**config.mk**
```make
export PLATFORM = sky130hd
export DESIGN_NAME = seven_segment_scan_driver
export DESIGN_NICKNAME = d
export VERILOG_FILES = /design/src/rtl/seven_segment_scan_driver.sv
export SDC_FILE = /design/constraint.sdc
export NUM_CORES = 1
export LEC_CHECK = 0
export ABC_CLOCK_PERIOD_IN_PS = 3900
export BUFFER_PORTS_ARGS = -buffer_cell sky130_fd_sc_hd__buf_2
export CORE_UTILIZATION = 45
export CTS_BUF_LIST = sky130_fd_sc_hd__clkbuf_16
export DETAILED_ROUTE_END_ITERATION = 8
export PLACE_DENSITY_LB_ADDON = 0.25
export SYNTH_ARGS = -nofsm -noshare
export SYNTH_HDL_FRONTEND = slang
export SYNTH_SLANG_ARGS = --single-unit
```
**constraint.sdc**
```tcl
create_clock -name clk -period 3.9 [get_ports clk]
set_input_delay 0.78 -clock clk [delete_from_list [all_inputs] [get_ports clk]]
set_output_delay 0.78 -clock clk [all_outputs]
set_load 0.03 [all_outputs]
```
**src/rtl/seven_segment_scan_driver.sv**
```systemverilog
// Time-multiplexed N-digit common-anode seven-segment driver with a shadow
// frame buffer that is committed only at the scan wrap, so frames never tear.
module seven_segment_scan_driver #(
  parameter int unsigned NUM_DIGITS  = 4,
  parameter int unsigned REFRESH_DIV = 100000
) (
  input  logic                    clk,
  input  logic                    rst,
  input  logic [4*NUM_DIGITS-1:0] data_in,
  input  logic [NUM_DIGITS-1:0]   dp_in,
  input  logic [NUM_DIGITS-1:0]   digit_en_in,
  input  logic                    blank_lz,
  input  logic                    load,
  output logic [NUM_DIGITS-1:0]   anodes,
  output logic [7:0]              segments,
  output logic                    update_pending,
  output logic                    frame_done
);

  localparam int unsigned PW = $clog2(REFRESH_DIV);
  localparam int unsigned IW = (NUM_DIGITS > 1) ? $clog2(NUM_DIGITS) : 1;
  localparam logic [PW-1:0] PRESC_LAST = PW'(REFRESH_DIV - 1);
  localparam logic [IW-1:0] IDX_LAST   = IW'(NUM_DIGITS - 1);

  logic [PW-1:0]           r_presc;
  logic [IW-1:0]           r_idx;
  logic [4*NUM_DIGITS-1:0] r_act_data, r_sh_data;
  logic [NUM_DIGITS-1:0]   r_act_dp, r_sh_dp;
  logic [NUM_DIGITS-1:0]   r_act_en, r_sh_en;
  logic                    r_pending;
  logic [NUM_DIGITS-1:0]   r_anodes;
  logic [7:0]              r_segments;
  logic                    r_frame_done;

  logic                    w_tick;
  logic                    w_wrap;
  logic [NUM_DIGITS-1:0]   w_lz;
  logic [NUM_DIGITS-1:0]   w_anodes;
  logic [7:0]              w_segments;

  function automatic logic [6:0] seg7(input logic [3:0] n);
    case (n)
      4'h0: seg7 = 7'h40;  4'h1: seg7 = 7'h79;  4'h2: seg7 = 7'h24;  4'h3: seg7 = 7'h30;
      4'h4: seg7 = 7'h19;  4'h5: seg7 = 7'h12;  4'h6: seg7 = 7'h02;  4'h7: seg7 = 7'h78;
      4'h8: seg7 = 7'h00;  4'h9: seg7 = 7'h10;  4'hA: seg7 = 7'h08;  4'hB: seg7 = 7'h03;
      4'hC: seg7 = 7'h46;  4'hD: seg7 = 7'h21;  4'hE: seg7 = 7'h06;  default: seg7 = 7'h0E;
    endcase
  endfunction

  assign w_tick = (r_presc == PRESC_LAST);
  assign w_wrap = w_tick && (r_idx == IDX_LAST);

  // w_lz[k]: nibbles k..NUM_DIGITS-1 are all zero
  always_comb begin
    w_lz = '0;
    for (int unsigned k = 0; k < NUM_DIGITS; k++) begin
      w_lz[k] = ((r_act_data >> (4 * k)) == '0);
    end
  end

  always_comb begin
    w_anodes   = '1;
    w_segments = 8'hFF;
    for (int unsigned k = 0; k < NUM_DIGITS; k++) begin
      if ((IW'(k) == r_idx) && r_act_en[k] && !(blank_lz && (k != 0) && w_lz[k])) begin
        w_anodes[k] = 1'b0;
        w_segments  = {~r_act_dp[k], seg7(r_act_data[4*k +: 4])};
      end
    end
  end

  always_ff @(posedge clk) begin
    if (rst) begin
      r_presc      <= '0;
      r_idx        <= '0;
      r_act_data   <= '0;
      r_act_dp     <= '0;
      r_act_en     <= '0;
      r_sh_data    <= '0;
      r_sh_dp      <= '0;
      r_sh_en      <= '0;
      r_pending    <= 1'b0;
      r_anodes     <= '1;
      r_segments   <= '1;
      r_frame_done <= 1'b0;
    end else begin
      r_presc      <= w_tick ? '0 : r_presc + 1'b1;
      if (w_tick) begin
        r_idx <= (r_idx == IDX_LAST) ? '0 : r_idx + 1'b1;
      end
      r_frame_done <= w_wrap;
      r_anodes     <= w_anodes;
      r_segments   <= w_segments;

      // Shadow is committed only when pending, so a load taken straight into
      // active at the wrap is not reverted by a stale shadow next frame.
      if (w_wrap && load) begin
        r_act_data <= data_in;
        r_act_dp   <= dp_in;
        r_act_en   <= digit_en_in;
        r_sh_data  <= data_in;
        r_sh_dp    <= dp_in;
        r_sh_en    <= digit_en_in;
        r_pending  <= 1'b0;
      end else if (w_wrap) begin
        if (r_pending) begin
          r_act_data <= r_sh_data;
          r_act_dp   <= r_sh_dp;
          r_act_en   <= r_sh_en;
        end
        r_pending <= 1'b0;
      end else if (load) begin
        r_sh_data <= data_in;
        r_sh_dp   <= dp_in;
        r_sh_en   <= digit_en_in;
        r_pending <= 1'b1;
      end
    end
  end

  assign anodes         = r_anodes;
  assign segments       = r_segments;
  assign update_pending = r_pending;
  assign frame_done     = r_frame_done;

endmodule

```
==> flow_summary.ini, run 1 <==
[floorplan]
coreArea_um2 = 11000
fp-row-count = 38
dieArea_um2 = 11900
io_pins = 42
start_util_pct = 46.9
die_h_um = 109
fp.dieW_um = 109

[synthesis]
synth-seq-cells = 109
synth_most_common_cell = dfxtp_1
synthFlopType = dfxtp_1
yosysTopAreaCell = dfxtp_1
syn_nets = 587
yosysSeqAreaShare_pct = 42.2
yosys-top-cells-count = 109 x dfxtp_1, 73 x nor2_1, 60 x mux2i_1
ys_types = 52
yosysWarnings = 0
syn_inst = 530
synth_top_area_share_pct = 42.2
synthTopCellsByArea = dfxtp_1 42%, mux2i_1 12%, ha_1 7.0%
postSynthAreaPerCell_um2 = 9.75
synth_area_um2 = 5170
synthArstFlopShare_pct = 0
synth_edf_count = 0

[timing]
layout_min_cycle_time_ns = 3.29
maxSlewHeadroom_pct = 43.6
finalHoldViolations = 0
fin_setup_tns_ns = 0
tightest_slew_ns = 0.846
maxSlewViolCount = 0
layout_worst_path_cycle_share_pct = 84.2
setup_viol = 0
rsz0062_at_grt = false
skew_ns = 0.00748
fmax_mhz = 304

[setup_path]
r2r_start = r_presc[11]
critPathTopFamily = simple AND/OR/NAND/NOR gates
reg2reg_slack_ns = 0.61
end_kind = flop
cp_max_fo = 11
cp.required_ns = 4.15
path_cells = or4b_1 > nor4_2 > and4b_1 > nor2_1 > a211oi_2 > inv_1 > ha_1 > a221o_1
reg2regPathDepth = 8
slowest_delay_ns = 0.58
path_buf_inv = 1
start_kind = flop
cp.arrival_ns = 3.53
crit_cells = 8
crit_type = reg2reg
crit_slowest_cell = and4b_1

[cells_and_area]
area_growth_syn_to_layout_pct = 11.4
nets = 619
diodes = 0
layout-drive-gt1-share_pct = 15.9

[run_status]
status = complete, no violations

[pwr]
swShare_pct = 21.4
power.internal_mw = 1.73
p_per_area_nw_per_um2 = 382
switchingPower_uw = 471
p_leak_nw = 2.29
vdd_drop_max_uv = 236
clkPwrFrac_pct = 43.5
pwr-share-seq_pct = 51.9
combPwrFrac_pct = 4.7
fin_total_pwr_mw = 2.20

[routing]
wl_um = 10700
drc = 0
via_count = 3835
drt-initial-drc-count = 178
vias_per_cell = 5.42
routedWlPerCell_um = 15.2
ant_nets = 0
drtPass1Iterations = 4

[clock_network]
clockBufferDepth = 2
post_cts_buffers = 0
clkTransAtPathRegs_ns = 0.07
tritoncts = done
cts_buffers = 9
cts_max_level = 3
cts_sinks = 109
worst_skew_pair.late_latency_ns = 0.36
cts_hold_buf = 0
cts.repair.resized = 0
cts-root-buf = clkbuf_16

[global_routing]
grt_pass1_wl_um = 17900
grt_util_all_layers_pct = 19.7
grt_overflow_total = 0
grt_max_degree = 43
grt_pass1_vias = 3753
antenna_found_initial = 0

[min_path]
min_path_type = reg2reg
min_to = segments[7]
hold_depth = 1
hp-start = r_act_dp[3]

[place]
port_buffers = 41
dp.final_hpwl_um = 7970
gp_congestion = 0.873

[job]
maxCapViolations = 0
power by group through the flow:
stage | Clock (mW) | Sequential (mW) | Combinational [mW]
2_1_floorplan | 0 | 1.17 | 0.0715
3_3_place_gp | 0 | 1.17 | 0.101
3_5_place_dp | 0 | 1.17 | 0.104
4_1_cts | 0.977 | 1.14 | 0.104
5_1_grt | 1.02 | 1.14 | 0.115
6_report | 0.956 | 1.14 | 0.103
routing by layer:
metal | track usage [%] | part of all wire [%] | vias to the layer above
li1 | - | - | 1950
met1 | 24.9 | 48 | 1811
met2 | 32.8 | 47 | 60
met3 | 2.87 | 2.9 | 14
met4 | 9.43 | 2.2 | 0
met5 | 0 | 0 | -
final cells by class:
class,instances,area [µm²]
inverter,23,86.3
timing repair buffer,48,258
sequential,109,2180
tap,140,175
clock buffer,9,225
multi-input combinational,371,2750
fill,1046,5270
clock inverter,7,82.6
cell families after synthesis:
group | share of synthesized area [%]
AND/OR/NAND/NOR | 14.8
adder cells (fa/ha/maj) | 7.02
flip-flops | 42.2
XOR/XNOR | 3.05
multiplexers | 13.4
AO/OA/AOI/OAI | 14.9
buffers and inverters | 4.60
worst reg2reg max path, cell delays in order (launching register included):
cell,delay (ns)
dfxtp_1,0.36
or4b_1,0.54
nor4_2,0.32
and4b_1,0.58
nor2_1,0.13
a211oi_2,0.45
inv_1,0.16
ha_1,0.29
a221o_1,0.33
worst max-delay path by stage:
stage	slack, ns	startpoint	to
after floorplan	1.09	load	flop
after detailed placement	0.61	r_presc[11]	flop
final	0.61	r_presc[11]	flop
after CTS	0.58	r_presc[11]	flop
after global routing	0.29	r_presc[0]	flop
after global placement	0.70	load	flop
layout by cell type, fill, tap and decap left out, drive strengths merged, types with 9 or more instances in the layout:
cell type,instances
a211oi,9
a31oi,21
and3,10
buf,48
clkbuf,9
dfxtp,109
ha,29
inv,23
mux2i,60
nand2,17
nand3,12
nor2,73
o21a,12
o21ai,10
o22ai,28
or3,12
xnor2,10
through the flow:
| step | instance area (µm²) | util (%) | cells | hold WS (ns) | worst slack [ns] |
|---|---|---|---|---|---|
| after floorplan | 5170 | - | 530 | 0.408 | 1.09 |
| after global placement | 5450 | 49.4 | 691 | 0.425 | 0.698 |
| after detailed placement | 5450 | 49.4 | 691 | 0.442 | 0.608 |
| after CTS | 5760 | 52.2 | 707 | 0.455 | 0.580 |
| after global routing | 5760 | 52.2 | 707 | 0.482 | 0.285 |
| final | 5760 | 52.2 | 707 | 0.452 | 0.615 |
Power figures use the tool's default switching activity.
==> run 2: changes to the inputs <==
Settings changed: ABC_CLOCK_PERIOD_IN_PS 3900 to 3300.
Clock period 3.9 ns to 3.3 ns, I/O delays scaled along.
==> run 2 against run 1 <==
Worst hold slack better by 0.011 ns. Maximum frequency grew 7.3%. Highest routed layer unchanged. Largest cell class unchanged. First-iteration DRC count shrank 9.6%. Largest power group unchanged.
==> flow_summary.ini, run 2 (synthesis gave the netlist of run 1 again) <==
[setup_path]
reg2regPathDepth = 10
reg2reg_slack_ns = 0.24
crit_type = reg2reg
start_kind = flop
r2r_start = r_presc[0]
cp_max_fo = 28
cp.arrival_ns = 3.31
cp.required_ns = 3.55
end_kind = flop

[timing]
tightest_slew_ns = 0.756
layout_min_cycle_time_ns = 3.06
finalHoldViolations = 0
maxSlewHeadroom_pct = 49.4
fin_setup_tns_ns = 0
maxSlewViolCount = 0
skew_ns = 0.00706
setup_ws_ns = 0.238
rsz0062_at_grt = false
layout_worst_path_cycle_share_pct = 92.8
setup_viol = 0
fmax_mhz = 327

[routing]
routedWlPerCell_um = 15.6
vias_per_cell = 5.43
drc = 0
wl_um = 11100
drtPass1Iterations = 5
ant_nets = 0
via_count = 3857
drt-initial-drc-count = 161

[place]
place_ws_ns = 0.238
dp.final_hpwl_um = 8170
gp_congestion = 0.918
port_buffers = 41

[min_path]
min_path_type = reg2reg
hold_depth = 2
min_to = segments[3]

[cells_and_area]
fill_cells = 1026
area_growth_syn_to_layout_pct = 11.4
layout_common_cells = 109 x dfxtp_1, 73 x nor2_1, 60 x mux2i_1, 41 x buf_2, 29 x ha_1
layout-drive-gt1-share_pct = 16.1
final_common_cell = dfxtp_1
nets = 623
diodes = 0

[global_routing]
antenna_found_initial = 0
grt_pass1_wl_um = 18000
grt_max_degree = 36
grt_util_all_layers_pct = 19.8
grt_pass1_vias = 3774
grt_overflow_total = 0

[clock_network]
cts_buffers = 9
tritoncts = done
clockBufferDepth = 2
cts.repair.resized = 0
cts_sinks = 109
cts_hold_buf = 0
post_cts_buffers = 0
worst_skew_pair.late_latency_ns = 0.35
cts_max_level = 3
clkTransAtPathRegs_ns = 0.07
cts-root-buf = clkbuf_16

[floorplan]
die_h_um = 109
start_util_pct = 46.9
fp-row-count = 38
io_pins = 42
fp.dieW_um = 109
dieArea_um2 = 11900
coreArea_um2 = 11000

[run_status]
status = complete, no violations

[pwr]
power.internal_mw = 1.89
pwr-share-seq_pct = 55.0
swShare_pct = 22.8
clkPwrFrac_pct = 39.8
p_per_area_nw_per_um2 = 425
switchingPower_uw = 559
combPwrFrac_pct = 5.2
p_leak_nw = 2.30
vdd_drop_max_uv = 406

[job]
maxCapViolations = 0
run 2: worst max-delay path, cell delays in order, from the launching register on:
cell and delay [ns]:
dfxtp_1 0.37, ha_1 0.23, nand4_1 0.27, nor4_4 0.36, and4b_1 0.28, buf_12 0.22
nor2_1 0.11, a211oi_4 0.34, inv_1 0.15, ha_1 0.29, a221o_1 0.34
run 2: routing by layer:
| metal | GRT usage [%] | part of all wire (%) |
|---|---|---|
| met5 | 0 | 0 |
| met3 | 4.48 | 3.8 |
| met2 | 34.1 | 47 |
| met4 | 8.67 | 2.3 |
| met1 | 23.6 | 46 |
run 2: metrics by stage:
step | total power [mW] | std cells | hold WS, ns | utilization (%) | instance area (µm²)
final | 2.45 | 710 | 0.462 | 52.2 | 5760
after global routing | 2.54 | 710 | 0.478 | 52.2 | 5760
after CTS | 2.47 | 710 | 0.462 | 52.1 | 5750
after floorplan | 1.46 | 530 | 0.408 | - | 5170
after global placement | 1.50 | 695 | 0.444 | 49.8 | 5490
after detailed placement | 1.51 | 695 | 0.451 | 49.8 | 5490
run 2: layout make-up:
cell class                 count  area [µm²]  share of cell area, %
clock buffer                   9         225                   3.91
clock inverter                 6        32.5                  0.565
inverter                      23        86.3                   1.50
multi-input combinational    371        2760                   47.9
sequential                   109        2180                   37.9
tap                          140         175                   3.04
timing repair buffer          52         300                   5.21
run 2: worst max path at each step:
stage | slack (ns) | cells after the start | to | from
final | 0.24 | 10 | flop | r_presc[0]
after global routing | 0.03 | 10 | flop | r_presc[0]
after CTS | 0.23 | 10 | flop | r_presc[0]
after detailed placement | 0.24 | 10 | flop | r_presc[0]
after global placement | 0.37 | 9 | flop | r_presc[11]
after floorplan | 0.49 | 10 | flop | r_presc[8]
run 2: power groups by stage:
stage                     logic, mW  registers, mW  clock network (mW)
after global placement        0.125           1.38                   0
after detailed placement      0.127           1.38                   0
after CTS                     0.128           1.35               0.999
after floorplan              0.0845           1.38                   0
after global routing          0.140           1.35                1.05
final                         0.126           1.35               0.975
